### config.mk
export PLATFORM = sky130hd
export DESIGN_NAME = uart_byte_rx
export DESIGN_NICKNAME = d
export VERILOG_FILES = /design/src/rtl/uart_pkg.sv /design/src/rtl/uart_rx_baud_gen.sv /design/src/rtl/uart_byte_rx.sv
export SDC_FILE = /design/constraint.sdc
export NUM_CORES = 1
export LEC_CHECK = 0
export BUFFER_PORTS_ARGS = -buffer_cell sky130_fd_sc_hd__buf_4
export CAP_MARGIN = 25
export CORE_ASPECT_RATIO = 1.4
export CORE_MARGIN = 2
export CORE_UTILIZATION = 30
export DETAILED_ROUTE_END_ITERATION = 7
export PLACE_DENSITY = 0.48
export SYNTH_ARGS = -nofsm -noshare
export SYNTH_HDL_FRONTEND = slang
export SYNTH_SLANG_ARGS = --single-unit
export TNS_END_PERCENT = 1
### constraint.sdc
create_clock -name Clk -period 3.2 [get_ports Clk]
set_input_delay 0.48 -clock Clk [delete_from_list [all_inputs] [get_ports Clk]]
set_output_delay 0.48 -clock Clk [all_outputs]
set_load 0.05 [all_outputs]
### src/rtl/uart_pkg.sv
// Shared UART constants: baud encodings, oversampling window and divider helpers.
package uart_pkg;

  localparam int unsigned OVERSAMPLE = 16;
  localparam int unsigned SAMPLE_LO  = 6;
  localparam int unsigned SAMPLE_HI  = 12;
  localparam int unsigned MAJORITY   = 4;   // 4 of the 7 window samples decide the bit
  localparam int unsigned BPS_W      = 8;   // tick counter width, 0..159

  localparam logic [2:0] BAUD_9600   = 3'd0;
  localparam logic [2:0] BAUD_19200  = 3'd1;
  localparam logic [2:0] BAUD_38400  = 3'd2;
  localparam logic [2:0] BAUD_57600  = 3'd3;
  localparam logic [2:0] BAUD_115200 = 3'd4;

  typedef enum logic {
    RX_IDLE = 1'b0,
    RX_RECV = 1'b1
  } rx_state_e;

  // Baud rate in bits/s for an encoding; unused codes fall back to 9600.
  function automatic int unsigned baud_rate(input logic [2:0] sel);
    case (sel)
      BAUD_19200:  return 19_200;
      BAUD_38400:  return 38_400;
      BAUD_57600:  return 57_600;
      BAUD_115200: return 115_200;
      default:     return 9_600;
    endcase
  endfunction

  // Clocks per oversample tick, rounded down.
  function automatic int unsigned baud_div(input int unsigned clk_freq, input logic [2:0] sel);
    return clk_freq / (OVERSAMPLE * baud_rate(sel));
  endfunction

  // Counter width able to hold the slowest divider.
  function automatic int unsigned div_width(input int unsigned clk_freq);
    return $clog2(baud_div(clk_freq, BAUD_9600) + 1);
  endfunction

endpackage

### src/rtl/uart_rx_baud_gen.sv
// Oversample tick generator: counts 0..DIV-1 and flags the last count.
module uart_rx_baud_gen
  import uart_pkg::*;
#(
  parameter int unsigned CLK_FREQ = 50_000_000
) (
  input  logic       i_clk,
  input  logic       i_rst_n,
  input  logic       i_clr,
  input  logic       i_en,
  input  logic [2:0] i_baud_sel,
  output logic       o_tick_c
);

  localparam int unsigned DIV_W = div_width(CLK_FREQ);

  localparam logic [DIV_W-1:0] TOP_9600   = DIV_W'(baud_div(CLK_FREQ, BAUD_9600) - 1);
  localparam logic [DIV_W-1:0] TOP_19200  = DIV_W'(baud_div(CLK_FREQ, BAUD_19200) - 1);
  localparam logic [DIV_W-1:0] TOP_38400  = DIV_W'(baud_div(CLK_FREQ, BAUD_38400) - 1);
  localparam logic [DIV_W-1:0] TOP_57600  = DIV_W'(baud_div(CLK_FREQ, BAUD_57600) - 1);
  localparam logic [DIV_W-1:0] TOP_115200 = DIV_W'(baud_div(CLK_FREQ, BAUD_115200) - 1);

  logic [DIV_W-1:0] r_cnt;
  logic [DIV_W-1:0] w_top;

  // Terminal count for the latched baud setting.
  always_comb begin
    w_top = TOP_9600;
    case (i_baud_sel)
      BAUD_19200:  w_top = TOP_19200;
      BAUD_38400:  w_top = TOP_38400;
      BAUD_57600:  w_top = TOP_57600;
      BAUD_115200: w_top = TOP_115200;
      default:     w_top = TOP_9600;
    endcase
  end

  assign o_tick_c = i_en && (r_cnt == w_top);

  // Divider counter; clear wins so each frame starts phase-aligned to its start edge.
  always_ff @(posedge i_clk) begin
    if (!i_rst_n || i_clr) begin
      r_cnt <= '0;
    end else if (i_en) begin
      r_cnt <= o_tick_c ? '0 : r_cnt + DIV_W'(1);
    end
  end

endmodule

### src/rtl/uart_byte_rx.sv
// 8N1 UART receiver with 16x oversampling and 7-sample majority vote per bit.
module uart_byte_rx
  import uart_pkg::*;
#(
  parameter int unsigned CLK_FREQ = 50_000_000
) (
  input  logic       Clk,
  input  logic       Rst_n,
  input  logic       Rs232_Rx,
  input  logic [2:0] baud_set,
  output logic [7:0] data_byte,
  output logic       Rx_Done,
  output logic       frame_err,
  output logic       uart_state
);

  rx_state_e        r_state;
  logic             r_sync0;
  logic             r_sync1;
  logic             r_edge;
  logic [2:0]       r_baud;
  logic [BPS_W-1:0] r_bps_cnt;
  logic [2:0]       r_acc;
  logic [7:0]       r_shift;

  logic       w_fall;
  logic       w_start;
  logic       w_en;
  logic       w_tick;
  logic       w_win;
  logic       w_eval;
  logic       w_bit;
  logic [3:0] w_k;
  logic [3:0] w_b;
  logic [2:0] w_sum;

  assign w_fall  = r_edge & ~r_sync1;
  assign w_start = (r_state == RX_IDLE) & w_fall;
  assign w_en    = (r_state == RX_RECV);
  assign w_k     = r_bps_cnt[3:0];
  assign w_b     = r_bps_cnt[7:4];
  assign w_win   = (w_k >= 4'(SAMPLE_LO)) && (w_k <= 4'(SAMPLE_HI));
  assign w_eval  = w_tick && (w_k == 4'(SAMPLE_HI));
  // Last window sample is folded in combinationally so the decision lands on k=12.
  assign w_sum   = r_acc + {2'b00, r_sync1};
  assign w_bit   = (w_sum >= 3'(MAJORITY));

  uart_rx_baud_gen #(
    .CLK_FREQ (CLK_FREQ)
  ) u_baud_gen (
    .i_clk      (Clk),
    .i_rst_n    (Rst_n),
    .i_clr      (w_start),
    .i_en       (w_en),
    .i_baud_sel (r_baud),
    .o_tick_c   (w_tick)
  );

  // Synchronizer, receive FSM, majority accumulator and shift register.
  always_ff @(posedge Clk) begin
    if (!Rst_n) begin
      r_sync0    <= 1'b1;
      r_sync1    <= 1'b1;
      r_edge     <= 1'b1;
      r_state    <= RX_IDLE;
      uart_state <= 1'b0;
      r_baud     <= '0;
      r_bps_cnt  <= '0;
      r_acc      <= '0;
      r_shift    <= '0;
      data_byte  <= '0;
      Rx_Done    <= 1'b0;
      frame_err  <= 1'b0;
    end else begin
      r_sync0   <= Rs232_Rx;
      r_sync1   <= r_sync0;
      r_edge    <= r_sync1;
      Rx_Done   <= 1'b0;
      frame_err <= 1'b0;

      case (r_state)
        RX_IDLE: begin
          if (w_fall) begin
            r_state    <= RX_RECV;
            uart_state <= 1'b1;
            r_baud     <= baud_set;
            r_bps_cnt  <= '0;
            r_acc      <= '0;
          end
        end

        RX_RECV: begin
          if (w_tick) begin
            r_bps_cnt <= r_bps_cnt + BPS_W'(1);
            if (w_win) begin
              r_acc <= w_sum;
            end
            if (w_eval) begin
              r_acc <= '0;
              if (w_b == 4'd0) begin
                // Start bit voted high: treat as a line glitch.
                if (w_bit) begin
                  r_state    <= RX_IDLE;
                  uart_state <= 1'b0;
                end
              end else if (w_b <= 4'd8) begin
                r_shift <= {w_bit, r_shift[7:1]};
              end else begin
                // Leave mid stop bit so a back-to-back start edge is not missed.
                r_state    <= RX_IDLE;
                uart_state <= 1'b0;
                if (w_bit) begin
                  data_byte <= r_shift;
                  Rx_Done   <= 1'b1;
                end else begin
                  frame_err <= 1'b1;
                end
              end
            end
          end
        end

        default: begin
          r_state    <= RX_IDLE;
          uart_state <= 1'b0;
        end
      endcase
    end
  end

endmodule

==> results of run 1 <==
## metal layers
metal,up-vias,GRT usage (%),share of wire [%]
li1,931,-,-
met1,851,15.38,47
met2,22,20.09,48
met3,7,2.755,2.5
met4,0,5.764,2.2
met5,-,0,0
## path summary, 6_finish.rpt
kind | startpoint | end | slack, ns | cells after the start
max | r_baud[0]$_SDFFE_PN0P_ | r_bps_cnt[4]$_SDFFE_PN0P_ | 0.60 | 6
min | Rs232_Rx | r_sync0$_SDFF_PN1_ | 0.36 | 2
max reg2reg | r_baud[0]$_SDFFE_PN0P_ | r_bps_cnt[4]$_SDFFE_PN0P_ | 0.60 | 6
min reg2reg | r_sync0$_SDFF_PN1_ | r_sync1$_SDFF_PN1_ | 0.42 | 1
## registers in the layout, summed over array words and instances (netlist names)
name              cells
Rx_Done               1
data_byte             8
frame_err             1
r_acc                 3
r_baud                3
r_bps_cnt             8
r_edge                1
r_shift               8
r_state               1
r_sync0               1
r_sync1               1
u_baud_gen.r_cnt      9
uart_state            1
## layout make-up
class | count | share of cell area (%)
clock inverters | 3 | 0.9452
clock buffers | 5 | 2.599
inverters | 5 | 0.7089
repair buffers | 23 | 6.522
flip-flops and latches | 46 | 34.78
multi-input cells | 188 | 49.72
well taps | 100 | 4.726
## kinds of logic (layout without fill, tap and decap cells)
| group | after synthesis | count (layout) | share of synthesized area [%] |
|---|---|---|---|
| buf+inv | 17 | 36 | 4.128 |
| fa+ha+maj | 5 | 5 | 2.681 |
| simple gates | 112 | 112 | 28.36 |
| flops | 46 | 46 | 39.46 |
| compound gates | 41 | 41 | 12.82 |
| mux | 23 | 23 | 9.919 |
| xor+xnor | 7 | 7 | 2.627 |
## cells in the final DEF, fill, tap and decap left out, types with 9 or more instances in the layout
cell type,instances
o21ai_0,9
nor2_1,18
mux2i_1,22
buf_4,23
nor2b_1,24
nand2_1,14
nand3_1,13
dfxtp_1,46
a21oi_1,11
## power by group through the flow
stage | clock network (W) | logic (W) | registers, W
5_1_grt | 0.000419 | 0.0000722 | 0.000586
3_5_place_dp | 0 | 0.0000661 | 0.000598
6_report | 0.000379 | 0.0000654 | 0.000585
4_1_cts | 0.000398 | 0.0000662 | 0.000585
3_3_place_gp | 0 | 0.0000660 | 0.000598
2_1_floorplan | 0 | 0.0000540 | 0.000595
## critical path: stages, from the launching register on
cell and delay [ns]:
dfxtp_1 0.56, nor3b_2 0.13, or3_1 0.32, a221o_2 0.49, or4_1 0.66, o21ai_0 0.24, a21oi_1 0.08
## per-stage QoR
stage	cells	utilization (%)	hold WS, ns
floorplan	251	-	0.3863
global placement	362	33.36	0.4099
detailed placement	362	33.36	0.4025
CTS	370	34.59	0.3570
global route	370	34.59	0.3551
finish	370	34.59	0.3636
==> impl_metrics.env, run 1 <==
export IMPL_switchingPower_w=0.0002684
export IMPL_coreArea_mm2=0.007655
export IMPL_tns_ns=0
export IMPL_viasPerCell=4.895
export IMPL_numPortBuffers=16
export IMPL_hp_class="in -> reg"
export IMPL_numCtsBuffers=5
export IMPL_clk_insertion_delay_late_ns=0.31
export IMPL_slew_headroom_pct=47.62
export IMPL_syn_area_mm2=0.002333
export IMPL_drc=0
export IMPL_first_global_vias=1740
export IMPL_multi_input_area_mm2=0.001316
export IMPL_synth_top_flop_cell="dfxtp_1"
export IMPL_layout_nets=280
export IMPL_layout_drive_gt1_share_pct=16.67
export IMPL_postSynthAreaPerCell_um2=9.297
export IMPL_yosysUniqueCellTypes=51
export IMPL_die_area_mm2=0.008510
export IMPL_grt_overflow=0
export IMPL_synth_top_area_share_pct=39.46
export IMPL_synth_cells=251
export IMPL_cts_path_max_buffers=2
export IMPL_power_total_w=0.001029
export IMPL_grtUsageTotal_pct=12.32
export IMPL_synth_edf_count=0
export IMPL_p_seq_share_pct=56.9
export IMPL_std_cell_rows=38
export IMPL_status="complete, no violations"
export IMPL_drt_total_wl_um=4831
export IMPL_swShare_pct=26.08
export IMPL_fp_dieW_um=78.54
export IMPL_initial_utilization_pct=30.48
export IMPL_ios=17
export IMPL_place_area_mm2=0.002554
export IMPL_period_needed_ns=2.598
export IMPL_critPathKind="reg -> reg"
export IMPL_first_pass_iters=4
export IMPL_power_internal_w=0.0007607
export IMPL_fillers=758
export IMPL_antennaDiodeCount=0
export IMPL_seq_area_frac_synth_pct=39.46
export IMPL_route_vias_total=1811
export IMPL_hold_buffers=0
export IMPL_seqCellArea_um2=920.9
export IMPL_p_leak_nw=0.9558
export IMPL_p_per_area_mw_per_mm2=388.7
export IMPL_combinationalPowerShare_pct=6.4
export IMPL_ant_nets=0
export IMPL_yosys_top_cells_area="dfxtp_1 (39%), mux2i_1 (9.4%), nor2b_1 (6.4%)"
export IMPL_fmax_ghz=0.3850
export IMPL_cts_clk_slew_worst_paths_ns=0.09
export IMPL_grt_max_degree=33
export IMPL_synth_top_cell_by_area="dfxtp_1"
export IMPL_ys_ff_latch=46
export IMPL_arrival_ns=2.79
export IMPL_synth_cells_most_frequent="dfxtp_1 (46), nor2b_1 (24), mux2i_1 (22)"
export IMPL_ys_async_sr_fraction_pct=0
export IMPL_clock_skew_final_ns=0.005720
export IMPL_clock_sinks=46
export IMPL_antenna_found_initial=0
export IMPL_synth_warnings=0
export IMPL_synthesis_nets=262
export IMPL_pre_cts_ws_ns=0.6320
export IMPL_cts_tree="yes"
export IMPL_required_ns=3.39
export IMPL_synth_most_common_cell="dfxtp_1"
export IMPL_period_share_pct=81.18
export IMPL_grt_pass1_wl_um=8286
export IMPL_crit_fanout=10
export IMPL_power_share_clock_pct=36.8
export IMPL_setup_violations=0
export IMPL_final_max_slew_violation_count=0
export IMPL_synthToLayoutAreaGrowth_pct=13.46
export IMPL_ir_worst_vdd_v=0.0003336
export IMPL_max_cap_viol_count=0
export IMPL_hpwlAfterDp_um=3335
export IMPL_cts_post_setup_buffers_inserted=0
export IMPL_wire_per_inst_um=13.06
export IMPL_worstSetupEndpointType="flop"
export IMPL_die_y_um=108.4
export IMPL_grt_setup_unrepaired="no"
export IMPL_worstMarginPinSlew_ns=0.7840
export IMPL_cts_resized=0
export IMPL_postLayoutCellArea_mm2=0.002648
export IMPL_drt_iter0_markers=77
export IMPL_htreeDepth=2
export IMPL_gp_congestion=0.7436
export IMPL_layout_setup_ws_ns=0.6023
export IMPL_root_buffer="clkbuf_8"
export IMPL_critPathLaunchType="flop"
export IMPL_finalHoldViolCount=0
No activity file was read; power rests on OpenSTA's default activity.
==> run 2, diff against run 1 <==
PLACE_DENSITY = 0.5   (was 0.48)
clock period = 2.2 ns   (was 3.2 ns; I/O delays follow)
==> run 2 against run 1 <==
Clock skew is 0.0026 ns lower. Clock power is 38% higher. Power increased by 47%. Via count is 5.6% higher. Setup slack lost 0.56 ns. Cell area is 11% higher. Critical path type unchanged. Critical endpoint is now data_byte[5]$_SDFFE_PN0P_. Highest routed layer unchanged.
==> impl_metrics.env, run 2 (synthesis results as in run 1) <==
export IMPL_slowest_delay_ns=0.53
export IMPL_arrival_ns=2.37
export IMPL_period_share_pct=98.16
export IMPL_antenna_found_initial=0
export IMPL_combinationalPowerShare_pct=9.5
export IMPL_coreArea_mm2=0.007655
export IMPL_synthToLayoutAreaGrowth_pct=25.47
export IMPL_std_cell_rows=38
export IMPL_p_per_area_mw_per_mm2=516.0
export IMPL_worstSetupEndpointType="flop"
export IMPL_cp_slowest_cell="or4b_1"
export IMPL_die_area_mm2=0.008510
export IMPL_path_delay_family="simple AND/OR/NAND/NOR gates"
export IMPL_drt_total_wl_um=5212
export IMPL_root_buffer="clkbuf_8"
export IMPL_layout_nets=306
export IMPL_cts_clk_slew_worst_paths_ns=0.09
export IMPL_grtUsageTotal_pct=13.23
export IMPL_fp_dieW_um=78.54
export IMPL_period_needed_ns=2.160
export IMPL_crit_fanout=8
export IMPL_clk_insertion_delay_late_ns=0.31
export IMPL_finalHoldViolCount=0
export IMPL_critPathLaunchType="flop"
export IMPL_ant_nets=0
export IMPL_layout_drive_gt1_share_pct=26.69
export IMPL_swShare_pct=25.40
export IMPL_setup_violations=0
export IMPL_critPathKind="reg -> reg"
export IMPL_required_ns=2.41
export IMPL_htreeDepth=2
export IMPL_worst_hold_slack_ns=0.2230
export IMPL_first_pass_iters=4
export IMPL_numPortBuffers=16
export IMPL_numCtsBuffers=5
export IMPL_grt_max_degree=33
export IMPL_power_share_clock_pct=34.6
export IMPL_viasPerCell=4.831
export IMPL_critPathBufInv=2
export IMPL_largest_register="u_baud_gen.r_cnt"
export IMPL_ir_worst_vdd_v=0.0004937
export IMPL_grt_overflow=0
export IMPL_first_global_vias=1815
export IMPL_p_seq_share_pct=55.8
export IMPL_clock_skew_final_ns=0.003160
export IMPL_hp_class="in -> reg"
export IMPL_wire_per_inst_um=13.16
export IMPL_grt_setup_unrepaired="yes"
export IMPL_power_total_w=0.001511
export IMPL_power_internal_w=0.001127
export IMPL_status="complete, no violations"
export IMPL_layout_common_cells="buf_4 (44), dfxtp_1 (43), nor2b_1 (24), mux2i_1 (21), nor2_1 (18)"
export IMPL_drc=0
export IMPL_hpwlAfterDp_um=3782
export IMPL_die_y_um=108.4
export IMPL_final_max_slew_violation_count=0
export IMPL_drt_iter0_markers=110
export IMPL_p_leak_nw=1.129
export IMPL_switchingPower_w=0.0003837
export IMPL_fmax_ghz=0.4631
export IMPL_crit_chain="or4b_1, a21oi_2, o22ai_2, buf_6, nor4_4, buf_12, mux2i_2, nor2b_1"
export IMPL_max_cap_viol_count=0
export IMPL_slew_headroom_pct=69.41
export IMPL_largest_reg_flops=9
export IMPL_clock_sinks=46
export IMPL_cts_tree="yes"
export IMPL_route_vias_total=1913
export IMPL_ios=17
export IMPL_worstMarginPinSlew_ns=0.4547
export IMPL_initial_utilization_pct=30.48
export IMPL_antennaDiodeCount=0
export IMPL_final_common_cell="buf_4"
export IMPL_cts_path_max_buffers=2
export IMPL_final_util_pct=38.25
export IMPL_gp_congestion=0.7743
export IMPL_grt_pass1_wl_um=8859
run 2: cell types whose count changed in the layout (fill, tap and decap cells not counted), moves of 2 or more:
cell / before / now
buf_12: 0 / 2
buf_4: 23 / 44
buf_6: 0 / 3
dfxtp_1: 46 / 43
dfxtp_4: 0 / 2
o21ai_0: 9 / 7
o21ai_1: 0 / 2
run 2: repair_timing:
action | CTS | global route
pin swaps | 2 | 8
resized for setup | 7 | 11
endpoints found under the setup margin | 31 | 32
buffers inserted | 0 | 2
hold buffers | 0 | 0
run 2: final cells by class:
type | instances | area, um^2
Multi-Input combinational cell | 188 | 1360
Timing Repair Buffer | 49 | 404.1
Fill cell | 759 | 4727
Clock buffer | 5 | 68.82
Sequential cell | 46 | 929.6
Inverter | 5 | 18.77
Tap cell | 100 | 125.1
Clock inverter | 3 | 21.27
run 2: power by group through the flow:
| stage | Combinational (W) | Clock, W | Sequential, W |
|---|---|---|---|
| after floorplan | 0.0000795 | 0 | 0.000866 |
| after global placement | 0.000129 | 0 | 0.000865 |
| after detailed placement | 0.000130 | 0 | 0.000865 |
| after CTS | 0.000135 | 0.000561 | 0.000846 |
| after global routing | 0.000157 | 0.000586 | 0.000845 |
| final | 0.000144 | 0.000523 | 0.000844 |
run 2: final timing paths:
kind | slack, ns | cells past startpoint | end | from
setup / recovery | 0.04 | 8 | data_byte[5]$_SDFFE_PN0P_ | r_baud[0]$_SDFFE_PN0P_
hold / removal | 0.22 | 2 | r_sync0$_SDFF_PN1_ | Rs232_Rx
setup reg to reg | 0.04 | 8 | data_byte[5]$_SDFFE_PN0P_ | r_baud[0]$_SDFFE_PN0P_
hold reg to reg | 0.42 | 1 | r_sync1$_SDFF_PN1_ | r_sync0$_SDFF_PN1_
run 2: worst reg2reg max path: cells and delay by family (launching register included):
kind	cells	cell delay, ns
muxes	1	0.20
AOI/OAI and AO/OA	2	0.26
buffers and inverters	2	0.34
and+or+nand+nor	3	0.89
DFF	1	0.37
run 2: stage by stage:
step	cells	setup slack [ns]	area, um^2	setup TNS (ns)
4_1_cts	394	-0.002100	2875	-0.002100
2_1_floorplan	251	-0.06023	2338	-0.8356
3_5_place_dp	386	-0.07006	2764	-1.189
5_1_grt	396	-0.05836	2928	-0.6279
6_report	396	0.04048	2928	0
3_3_place_gp	386	-0.03957	2764	-0.5774
run 2: metal layers:
| metal | vias to the layer above | GRT usage, % | part of all wire [%] |
|---|---|---|---|
| met3 | 7 | 2.671 | 2.4 |
| met5 | - | 0 | 0 |
| met2 | 28 | 22.16 | 50 |
| li1 | 986 | - | - |
| met1 | 892 | 16.57 | 45 |
| met4 | 0 | 5.263 | 1.8 |
==> run 3, diff against run 2 <==
RECOVER_POWER = 50   (was not set)
SKIP_LAST_GASP = 1   (was not set)
==> run 3 against run 2 <==
Via count is 0.21% higher. Register-to-register slack worse by 0.02 ns. Clock power about the same. Worst hold slack is essentially flat. Wire length grew 0.17%. Critical path type unchanged. Critical endpoint is now r_shift[2]$_SDFFE_PN0P_. Largest cell class unchanged. Largest power group unchanged.
==> impl_metrics.env, run 3 (synthesis results as in run 1) <==
export IMPL_viasPerCell=4.841
export IMPL_holdPathStages=2
export IMPL_largest_register="u_baud_gen.r_cnt"
export IMPL_final_common_cell="dfxtp_1"
export IMPL_reg2reg_depth=8
export IMPL_layout_nets=306
export IMPL_setup_violations=0
export IMPL_synthToLayoutAreaGrowth_pct=22.52
export IMPL_initial_utilization_pct=30.48
export IMPL_slowest_delay_ns=0.51
export IMPL_worst_hold_slack_ns=0.2232
export IMPL_antenna_found_initial=0
export IMPL_grt_setup_unrepaired="yes"
export IMPL_m1WireLength_um=2346
export IMPL_arrival_ns=2.39
export IMPL_first_pass_iters=4
export IMPL_final_max_slew_violation_count=0
export IMPL_hold_buffers=0
export IMPL_root_buffer="clkbuf_8"
export IMPL_gp_congestion=0.7743
export IMPL_status="complete, no violations"
export IMPL_grt_overflow=0
export IMPL_critPathKind="reg -> reg"
export IMPL_grt_pass1_wl_um=8894
export IMPL_finalHoldViolCount=0
export IMPL_wire_per_inst_um=13.18
export IMPL_layout_drive_gt1_share_pct=22.97
export IMPL_fp_dieW_um=78.54
export IMPL_drc=0
export IMPL_final_util_pct=37.35
export IMPL_max_cap_viol_count=0
export IMPL_die_y_um=108.4
export IMPL_wl_met3_um=151
export IMPL_ios=17
export IMPL_crit_fanout=8
export IMPL_numCtsBuffers=5
export IMPL_clock_skew_final_ns=0.003609
export IMPL_htreeDepth=2
export IMPL_route_vias_total=1917
export IMPL_first_global_vias=1820
export IMPL_cts_path_max_buffers=2
export IMPL_coreArea_mm2=0.007655
export IMPL_antennaDiodeCount=0
export IMPL_grtUsageTotal_pct=13.26
export IMPL_cts_clk_slew_worst_paths_ns=0.09
export IMPL_cp_slowest_cell="or4b_4"
export IMPL_wl_met2_um=2626
export IMPL_place_area_mm2=0.002764
export IMPL_fmax_ghz=0.4586
export IMPL_clk_insertion_delay_late_ns=0.31
export IMPL_hp_class="in -> reg"
export IMPL_p_per_area_mw_per_mm2=525.6
export IMPL_ant_nets=0
export IMPL_layout_common_cells="dfxtp_1 (43), buf_4 (33), nor2b_1 (24), mux2i_1 (21), nor2_1 (18)"
export IMPL_numPortBuffers=16
export IMPL_period_needed_ns=2.180
export IMPL_drt_iter0_markers=113
export IMPL_period_share_pct=99.11
export IMPL_crit_chain="or4b_4, a21oi_2, o22ai_2, buf_6, nor4_4, buf_12, mux2i_1, nor2b_1"
export IMPL_slew_headroom_pct=59.01
export IMPL_cts_tree="yes"
export IMPL_worstSetupEndpointType="flop"
export IMPL_die_area_mm2=0.008510
export IMPL_tns_ns=0
export IMPL_routed_top_layer="met4"
export IMPL_largest_reg_flops=9
export IMPL_ir_worst_vdd_v=0.0005073
export IMPL_worstMarginPinSlew_ns=0.6175
export IMPL_clock_sinks=46
export IMPL_critPathLaunchType="flop"
export IMPL_hpwlAfterDp_um=3782
export IMPL_std_cell_rows=38
export IMPL_drt_total_wl_um=5221
export IMPL_grt_max_degree=33
export IMPL_postLayoutCellArea_mm2=0.002859
export IMPL_required_ns=2.41
export IMPL_p_leak_nw=1.052
export IMPL_power_total_w=0.001503
## run 3: area by class of cell
class                      count  area (um^2)
clock inverter                 3        21.27
tap                          100        125.1
multi-input combinational    188         1343
sequential                    46        927.1
timing repair buffer          49        355.3
inverter                       5        18.77
fill                         785         4796
clock buffer                   5        68.82
## run 3: where the power goes
group          internal [W]  switching [W]  leakage, nW
Sequential         0.000838     0.00000614        0.373
Clock              0.000223       0.000300       0.0441
Combinational     0.0000621      0.0000731        0.635
Total               0.00112       0.000379         1.05
## run 3: worst paths after layout
check	from	endpoint	slack, ns
worst max register to register	r_baud[0]$_SDFFE_PN0P_	r_shift[2]$_SDFFE_PN0P_	0.02
worst max-delay path	r_baud[0]$_SDFFE_PN0P_	r_shift[2]$_SDFFE_PN0P_	0.02
worst min-delay path	Rs232_Rx	r_sync0$_SDFF_PN1_	0.22
worst min register to register	r_sync0$_SDFF_PN1_	r_sync1$_SDFF_PN1_	0.42
## run 3: metal layers
metal  global-route usage [%]  vias up
li1                         -      985
met1                    16.68      898
met2                    22.16       27
met3                    2.671        7
met4                    5.263        0
met5                        0        -
## run 3: repair_timing
item	in CTS	in global routing
endpoints found under the hold margin	0	0
buffers inserted	0	2
pin swaps	1	7
resized for setup	2	10
endpoints found under the setup margin	31	36
## run 3: worst max-delay path: cells and delay by family (launching register included)
| kind | cells | cell delay [ns] |
|---|---|---|
| buffers and inverters | 2 | 0.34 |
| and+or+nand+nor | 3 | 0.90 |
| muxes | 1 | 0.18 |
| DFF | 1 | 0.37 |
| AOI/OAI and AO/OA | 2 | 0.28 |
## run 3: stage by stage
step / setup slack [ns] / cells
floorplan: -0.06023 / 251
global placement: -0.03957 / 386
detailed placement: -0.07006 / 386
CTS: -0.04557 / 394
global route: -0.08005 / 396
finish: 0.01969 / 396
